--- src/rtl/bus_load_unit.sv ---
// Bus-load register bank: latches the shared bus into the register addressed by writeSel,
// with a registered data-memory write strobe. Optional macro REG_INC_EN adds RC/RP/RQ increment and acZero.
module bus_load_unit #(
  parameter int WIDTH    = 12,
  parameter int IR_WIDTH = 8
) (
  input  logic                clk,
  input  logic                rstN,
  input  logic [WIDTH-1:0]    busIn,
  input  logic [3:0]          writeSel,
  input  logic                writeValid,
`ifdef REG_INC_EN
  input  logic                incRC,
  input  logic                incRP,
  input  logic                incRQ,
  output logic                acZero,
`endif
  output logic [WIDTH-1:0]    R,
  output logic [WIDTH-1:0]    RL,
  output logic [WIDTH-1:0]    RC,
  output logic [WIDTH-1:0]    RP,
  output logic [WIDTH-1:0]    RQ,
  output logic [WIDTH-1:0]    R1,
  output logic [WIDTH-1:0]    AC,
  output logic [IR_WIDTH-1:0] IR,
  output logic [WIDTH-1:0]    dMemData,
  output logic                dMemWrEn,
  output logic                selErr
);

  typedef enum logic [3:0] {
    SEL_DMEM = 4'd0,
    SEL_R    = 4'd1,
    SEL_IR   = 4'd2,
    SEL_RL   = 4'd3,
    SEL_RC   = 4'd4,
    SEL_RP   = 4'd5,
    SEL_RQ   = 4'd6,
    SEL_R1   = 4'd7,
    SEL_AC   = 4'd8,
    SEL_IDLE = 4'd9
  } sel_e;

  logic [WIDTH-1:0]    r_q, r_d, rl_q, rl_d, rc_q, rc_d, rp_q, rp_d;
  logic [WIDTH-1:0]    rq_q, rq_d, r1_q, r1_d, ac_q, ac_d, dd_q, dd_d;
  logic [IR_WIDTH-1:0] ir_q, ir_d;
  logic                we_q, we_d, err_q, err_d;
  logic                inc_rc, inc_rp, inc_rq;

`ifdef REG_INC_EN
  assign inc_rc = incRC;
  assign inc_rp = incRP;
  assign inc_rq = incRQ;
  assign acZero = (ac_q == '0);
`else
  assign inc_rc = 1'b0;
  assign inc_rp = 1'b0;
  assign inc_rq = 1'b0;
`endif

  always_comb begin
    r_d   = r_q;
    rl_d  = rl_q;
    rp_d  = rp_q;
    rq_d  = rq_q;
    r1_d  = r1_q;
    ac_d  = ac_q;
    ir_d  = ir_q;
    dd_d  = dd_q;
    we_d  = 1'b0;
    err_d = err_q;
    // Increments go first so that a same-cycle bus load to that register overrides them.
    rc_d  = inc_rc ? rc_q + WIDTH'(1) : rc_q;
    rp_d  = inc_rp ? rp_q + WIDTH'(1) : rp_q;
    rq_d  = inc_rq ? rq_q + WIDTH'(1) : rq_q;
    if (writeValid) begin
      case (writeSel)
        SEL_DMEM: begin
          dd_d = busIn;
          we_d = 1'b1;
        end
        SEL_R:    r_d  = busIn;
        SEL_IR:   ir_d = busIn[IR_WIDTH-1:0];
        SEL_RL:   rl_d = busIn;
        SEL_RC:   rc_d = busIn;
        SEL_RP:   rp_d = busIn;
        SEL_RQ:   rq_d = busIn;
        SEL_R1:   r1_d = busIn;
        SEL_AC:   ac_d = busIn;
        SEL_IDLE: ;
        default:  err_d = 1'b1;
      endcase
    end
  end

  always_ff @(posedge clk or negedge rstN) begin
    if (!rstN) begin
      r_q   <= '0;
      rl_q  <= '0;
      rc_q  <= '0;
      rp_q  <= '0;
      rq_q  <= '0;
      r1_q  <= '0;
      ac_q  <= '0;
      ir_q  <= '0;
      dd_q  <= '0;
      we_q  <= 1'b0;
      err_q <= 1'b0;
    end else begin
      r_q   <= r_d;
      rl_q  <= rl_d;
      rc_q  <= rc_d;
      rp_q  <= rp_d;
      rq_q  <= rq_d;
      r1_q  <= r1_d;
      ac_q  <= ac_d;
      ir_q  <= ir_d;
      dd_q  <= dd_d;
      we_q  <= we_d;
      err_q <= err_d;
    end
  end

  assign R        = r_q;
  assign RL       = rl_q;
  assign RC       = rc_q;
  assign RP       = rp_q;
  assign RQ       = rq_q;
  assign R1       = r1_q;
  assign AC       = ac_q;
  assign IR       = ir_q;
  assign dMemData = dd_q;
  assign dMemWrEn = we_q;
  assign selErr   = err_q;

endmodule

--- config.mk ---
export PLATFORM = sky130hd
export DESIGN_NAME = bus_load_unit
export DESIGN_NICKNAME = d
export VERILOG_FILES = /design/src/rtl/bus_load_unit.sv
export SDC_FILE = /design/constraint.sdc
export NUM_CORES = 1
export LEC_CHECK = 0
export CAP_MARGIN = 0
export CORE_MARGIN = 2
export CORE_UTILIZATION = 30
export CTS_BUF_LIST = sky130_fd_sc_hd__clkbuf_4 sky130_fd_sc_hd__clkbuf_8 sky130_fd_sc_hd__clkbuf_16
export DETAILED_ROUTE_END_ITERATION = 12
export DONT_BUFFER_PORTS = 1
export GPL_TIMING_DRIVEN = 0
export PLACE_DENSITY_LB_ADDON = 0.3
export SLEW_MARGIN = 10
export SYNTH_ARGS = -nofsm -noshare
export SYNTH_HDL_FRONTEND = slang
export SYNTH_SLANG_ARGS = --single-unit
--- constraint.sdc ---
create_clock -name clk -period 0.8 [get_ports clk]
set_input_delay 0.08 -clock clk [delete_from_list [all_inputs] [get_ports clk]]
set_output_delay 0.08 -clock clk [all_outputs]
set_load 0.1 [all_outputs]
==> metrics.md, run 1 <==
| Metric | Value |
|---|---|
| Port bufs | `0` |
| Routing usage on met2 | `21.82%` |
| Slew HR | `73.17%` |
| CTS tree | `built` |
| Buf/Inv on CP | `0` |
| Yosys warns | `0` |
| Count of non-filler cells in the finished layout | `445` |
| Critical-path maximum fanout | `2` |
| Final Critical Period | `1.067 ns` |
| Post-synth EDFFs | `0` |
| Final Setup Violations | `211` |
| Synth area leaders | `dfrtp_1 66%, mux2_2 29%, nor3b_2 0.94%` |
| Hold-fix buffers, CTS | `14` |
| Inst Count DP | `413` |
| Setup crit start kind | `flip-flop` |
| Cts bufs inserted | `9` |
| # IOs | `125` |
| Synthesized area | `0.004000 mm2` |
| FP Rows | `between 40 and 50` |
| Setup CP Type | `flip-flop to flip-flop` |
| Grt total ovfl | `0` |
| Grt met3 use | `~5.7%` |
| Crit. End Element | `flip-flop` |
| Seq/Total Area, Yosys | `between 60 and 70%` |
| Post-Syn Area per Cell | `16.88 um2` |
| Clock sink total | `106` |
| GPL Wtd Cong | `slightly above 0.7` |
| FILL cells | `1191` |
| Clock transition at path regs | `~0.070 ns` |
| Post-synthesis instance total | `between 200 and 250` |
| Clk root buf | `clkbuf_16` |
| Fin nets | `roughly 280` |
| Max-cap violations | `0` |
| CP Cell Sequence | `mux2_2` |
| Total track usage | `14.91%` |
| RSZ-0062 raised after global routing | `true` |
| Crit share post-route | `133.4%` |
| Main combinational cell family by area after synthesis | `multiplexers` |
| Tightest Hold Check Type | `input pin to async pin` |
| Least-Margin Pin Slew | `0.4012 ns` |
| First-pass detailed-route iteration total | `4` |
| First-pass GRT wire length | `~15000 um` |
| Synthesized Nets | `approximately 260` |
| Crit path DAT | `between 1 and 1.5 ns` |
| Die footprint | `0.01427 mm2` |
| Routed Antenna Nets | `0` |
| Die X-Extent | `119.5 um` |
| Main synth FF type | `dfrtp_1` |
| Crit-path slowest cell | `dfrtp_4` |
| Synth async-reset ratio | `100.0%` |
| Most used routing layer in global routing | `met2` |
| Worst slack at placement | `-0.6408 ns` |
| Drt via density | `4.679` |
| Area grow syn2layout | `36.00%` |
| Most frequent cell after synthesis | `dfrtp_1` |
| Core area | `~0.013 mm2` |
| Vert. Die Dim | `~120 um` |
| Critical Path RT | `1.03 ns` |
| Post-synthesis compound-gate area fraction | `less than 1%` |
| DR iter-0 viols | `93` |
| Post-layout util | `41.41%` |
| Slew Limit Fails | `0` |
| Post-synthesis xor/xnor area fraction | `0%` |
| H-Tree Depth | `3` |
| WL/cell | `between 20 and 25 um` |
| Met1 Usage GRT | `19.74%` |
| CP startpoint | `RP[5]$_DFFE_PN0P_` |
| Number of hold violations in the final report | `about 110` |
| Worst r2r src | `RP[5]$_DFFE_PN0P_` |
| Max clock buf depth | `2` |
| Violated checks | `hold timing, setup timing` |
| Adder-Cell Fraction of Synth Area | `0%` |
| Ratio of cells with drive above 1 in the final layout | `91.45%` |
| Antenna diodes | `0` |
| Residual DRC | `0` |
| Fraction of the mapped netlist area in simple logic gates | `2.659%` |
| Vias in the first global route | `about 2300` |
| Initial antenna violation count | `0` |
| Final worst slack | `-0.2671 ns` |
| Area fraction of the dominant cell type after synthesis | `between 60 and 70%` |
| Multiplexer share of the synthesized area | `29.28%` |
| FF+latch count, synth | `106` |
| CP max stage delay | `a little over 0.6 ns` |
| FMAX | `937.1 MHz` |
| Status | `finished with violations` |
| Via Count | `2082` |
| Most frequent cells after synthesis | `106 x dfrtp_1, 104 x mux2_2, 7 x buf_2` |
| Yosys top cell by area | `dfrtp_1` |
| Clk_lat worst skew | `0.35 ns` |
| Starting Density | `a little under a third` |
| Drt total wl | `a little over 10000 um` |
| Post-synthesis cell type count | `15` |
| Largest net degree at the start of global routing | `107` |
| CP top delay family | `flip-flops` |
| Final hold slack | `-0.5795 ns` |
| Final Skew | `0 ns` |
| Hpwl dp | `between 6000 and 7000 um` |
==> layout make-up <==
class	instances	area, um2	share of cell area, %
clock buffers	11	246.5	4.531
repair buffers	16	155.1	2.852
inverters	1	3.754	0.06900
flip-flops and latches	106	3050	56.07
multi-input cells	120	1568	28.82
plain buffers	10	118.9	2.185
well taps	176	220.2	4.048
clock inverters	5	77.57	1.426
==> final timing paths <==
kind / endpoint / slack [ns] / depth (start not counted)
setup / recovery: RP[5]$_DFFE_PN0P_ / -0.27 / 1
hold / removal: R1[11]$_DFFE_PN0P_ / -0.58 / 0
setup reg to reg: RP[5]$_DFFE_PN0P_ / -0.27 / 1
hold reg to reg: selErr$_DFFE_PN0P_ / 0.81 / 1
max in group asynchronous: RP[2]$_DFFE_PN0P_ / 1.19 / 0
min in group clk: AC[11]$_DFFE_PN0P_ / 0 / 2
==> through the flow <==
step	cell area, um2	TNS [ns]
global route	5440	-56.22
global placement	4666	-46.44
detailed placement	4666	-48.43
floorplan	4446	-32.16
CTS	5419	-54.35
finish	5440	-51.95
==> metal layers <==
metal / wire length, um / vias up
met4: 175 / 0
met3: 719 / 11
li1: - / 891
met5: 0 / -
met2: 4737 / 70
met1: 4577 / 1110
==> sequential cells by signal, indices dropped and copies added (netlist names) <==
name and cells:
AC 12, IR 8, R 12, R1 12, RC 12, RL 12, RP 12, RQ 12
dMemData 12, dMemWrEn 1, selErr 1
==> what timing repair did <==
action                                  in CTS  in global routing
resized for setup                           94                  6
pin swaps                                    1                  0
buffers inserted                             2                  0
endpoints found under the hold margin      211                108
endpoints found under the setup margin     211                211
==> logic make-up (layout without fill, tap and decap cells) <==
group / count (synthesis) / after routing
compound gates: 1 / 1
buf+inv: 11 / 43
flops: 106 / 106
mux: 104 / 104
simple gates: 15 / 15
==> placed cells by master (no fill, tap or decap), types with 3 or more instances in the layout <==
cell / netlist / layout
buf_4: 1 / 3
buf_6: 1 / 6
dfrtp_4: 0 / 106
mux2_2: 104 / 37
mux2_4: 0 / 67
clkbuf_16: 0 / 9
nand3b_1: 3 / 3
dlygate4sd3_1: 0 / 14
Power of run 1 is not shown: default switching activity piles up to over one toggle a cycle in this logic, so the estimate is an artifact.
==> run 2, diff against run 1 <==
--- a/config.mk
+++ b/config.mk
@@ -11,8 +11,8 @@
 export CTS_BUF_LIST = sky130_fd_sc_hd__clkbuf_4 sky130_fd_sc_hd__clkbuf_8 sky130_fd_sc_hd__clkbuf_16
 export DETAILED_ROUTE_END_ITERATION = 12
 export DONT_BUFFER_PORTS = 1
-export GPL_TIMING_DRIVEN = 0
 export PLACE_DENSITY_LB_ADDON = 0.3
+export RECOVER_POWER = 50
 export SLEW_MARGIN = 10
 export SYNTH_ARGS = -nofsm -noshare
 export SYNTH_HDL_FRONTEND = slang
==> constraint.sdc (replaced) <==
create_clock -name clk -period 1.3 [get_ports clk]
set_input_delay 0.13 -clock clk [delete_from_list [all_inputs] [get_ports clk]]
set_output_delay 0.13 -clock clk [all_outputs]
set_load 0.1 [all_outputs]
==> run 2 against run 1 <==
- critical path depth grew 3
- worst hold slack gained 0.050 ns
- the run ends with hold timing left
- global-route usage shrank 0.15 points
- count of clock-buffer cells in the layout is the same
- via count grew 19%
- clock skew is the same
- wire length shrank 3.4%
==> metrics.md, run 2 (synthesis gave the netlist of run 1 again) <==
| Metric | Value |
|---|---|
| Crit-path slowest cell | `dlygate4sd3_1 (was dfrtp_4)` |
| Die footprint | `0.01427 mm2 (unchanged)` |
| Final Setup Violations | `0 (was 211)` |
| Hold-fix buffers, CTS | `15 (was 14)` |
| GPL Wtd Cong | `0.7205 (was 0.7268)` |
| Final hold slack | `-0.5294 ns (was -0.5795 ns)` |
| Crit. End Element | `flip-flop (unchanged)` |
| Crit share post-route | `93.13%` |
| Total negative slack | `0 ns (was -51.95 ns)` |
| Starting Density | `30.45% (unchanged)` |
| Max clock buf depth | `2 (unchanged)` |
| Slew Limit Fails | `0 (unchanged)` |
| Slew HR | `74.44% (was 73.17%)` |
| Setup crit start kind | `input pin (was flip-flop)` |
| CTS tree | `built (unchanged)` |
| Initial antenna violation count | `0 (unchanged)` |
| Vias in the first global route | `2641 (was 2296)` |
| Clock sink total | `106 (unchanged)` |
| Critical Path RT | `1.53 ns (was 1.03 ns)` |
| Clk root buf | `clkbuf_16 (unchanged)` |
| Number of hold violations in the final report | `106 (was 108)` |
| Residual DRC | `0 (unchanged)` |
| FILL cells | `1226 (was 1191)` |
| DR iter-0 viols | `79 (was 93)` |
| Crit path DAT | `1.45 ns (was 1.30 ns)` |
| Setup CP Type | `input pin to flip-flop (was flip-flop to flip-flop)` |
| # IOs | `125 (unchanged)` |
| RSZ-0062 raised after global routing | `false (was true)` |
| H-Tree Depth | `3 (unchanged)` |
| Drt via density | `4.439 (was 4.679)` |
| CP most frequent cell | `dlygate4sd3_1` |
| Hpwl dp | `6882 um (was 6205 um)` |
| Commonest non-fill, non-tap cell in the layout | `buf_4 (was dfrtp_4)` |
| Routed Antenna Nets | `0 (unchanged)` |
| Largest net degree at the start of global routing | `107 (unchanged)` |
| Fin nets | `395 (was 283)` |
| Inst Count DP | `526 (was 413)` |
| CP Cell Sequence | `dlygate4sd3_1 > nor2_1 > o21bai_1 > dlygate4sd3_1 (was mux2_2)` |
| Grt total ovfl | `0 (unchanged)` |
| Count of non-filler cells in the finished layout | `556 (was 445)` |
| First-pass GRT wire length | `15500 um (was 15340 um)` |
| Final Critical Period | `1.211 ns` |
| Antenna diodes | `0 (unchanged)` |
| Max-cap violations | `0 (unchanged)` |
| Drt total wl | `9866 um (was 10210 um)` |
| FMAX | `826.0 MHz` |
| Ratio of cells with drive above 1 in the final layout | `63.16% (was 91.45%)` |
| Port bufs | `0 (unchanged)` |
| Status | `finished with violations (unchanged)` |
| Least-Margin Pin Slew | `0.3821 ns (was 0.4012 ns)` |
| Total track usage | `14.76% (was 14.91%)` |
| Most frequent cells in the layout | `112 x buf_4, 106 x dfrtp_1, 104 x mux2_2 (was 106 x dfrtp_4, 67 x mux2_4, 37 x mux2_2)` |
| Final Skew | `0 ns (unchanged)` |
| Critical-path maximum fanout | `10 (was 2)` |
| Clk_lat worst skew | `0.35 ns (about the same)` |
| First-pass detailed-route iteration total | `4 (unchanged)` |
| Clock transition at path regs | `0.07 ns (about the same)` |
| CP top delay family | `buffers and inverters (was flip-flops)` |
| Buf/Inv on CP | `2 (was 0)` |
| Violated checks | `hold timing (was hold timing, setup timing)` |
| PostCTS Resize Cnt | `0 (was 94)` |
| Core area | `0.01314 mm2 (unchanged)` |
| Vert. Die Dim | `119.5 um (unchanged)` |
| Cts bufs inserted | `9 (unchanged)` |
| FP Rows | `42 (unchanged)` |
| CP max stage delay | `0.56 ns (was 0.62 ns)` |
| Via Count | `2468 (was 2082)` |
| Die X-Extent | `119.5 um (unchanged)` |
| Area grow syn2layout | `39.72% (was 36.00%)` |
| Tightest Hold Check Type | `input pin to async pin (unchanged)` |
| WL/cell | `17.74 um (was 22.94 um)` |
## run 2: cell types whose count changed in the layout (fill, tap and decap cells not counted), sizes merged
cell	delta
clkinvlp	-1
clkinv	-1
dlygate4sd3	+1
clkbuf	+9
buf	+102
bufinv	+1
## run 2: through the flow
step                util, %  cell area, um2  worst slack (ns)
floorplan                 -            4018          0.008553
global placement      39.12            5140          -0.02535
detailed placement    39.12            5140          -0.04734
CTS                   42.94            5642           0.09928
global route          42.54            5589           0.05147
finish                42.54            5589           0.08929
## run 2: timing repair
action / CTS / global route
hold endpoints to repair: 211 / 106
setup endpoints to repair: 0 / 0
setup buffers: 0 / 0
## run 2: worst paths after layout
path,start,end,slack (ns),depth (start not counted)
min in group clk,writeSel[1],RP[11]$_DFFE_PN0P_,0.19,3
worst min-delay path,rstN,RL[10]$_DFFE_PN0P_,-0.53,0
max in group asynchronous,rstN,IR[1]$_DFFE_PN0P_,1.65,0
worst max-delay path,writeSel[1],selErr$_DFFE_PN0P_,0.09,4
worst max register to register,selErr$_DFFE_PN0P_,selErr$_DFFE_PN0P_,0.09,2
worst min register to register,R[3]$_DFFE_PN0P_,R[3]$_DFFE_PN0P_,0.51,1
## run 2: final cells by class
class	count	area, um2	share of cell area (%)
inverters	1	3.754	0.06716
well taps	176	220.2	3.940
flip-flops and latches	106	2653	47.46
multi-input cells	120	1308	23.39
clock buffers	11	252.7	4.522
repair buffers	138	1054	18.85
clock inverters	4	98.84	1.769
## run 2: layer usage
| layer | GRT usage [%] | part of all wire, % | up-vias |
|---|---|---|---|
| li1 | - | - | 1111 |
| met1 | 19.24 | 45 | 1267 |
| met2 | 23.46 | 48 | 83 |
| met3 | 5.077 | 6.4 | 7 |
| met4 | 3.971 | 0.84 | 0 |
| met5 | 0 | 0 | - |
Power of run 2 is left out for the same reason.
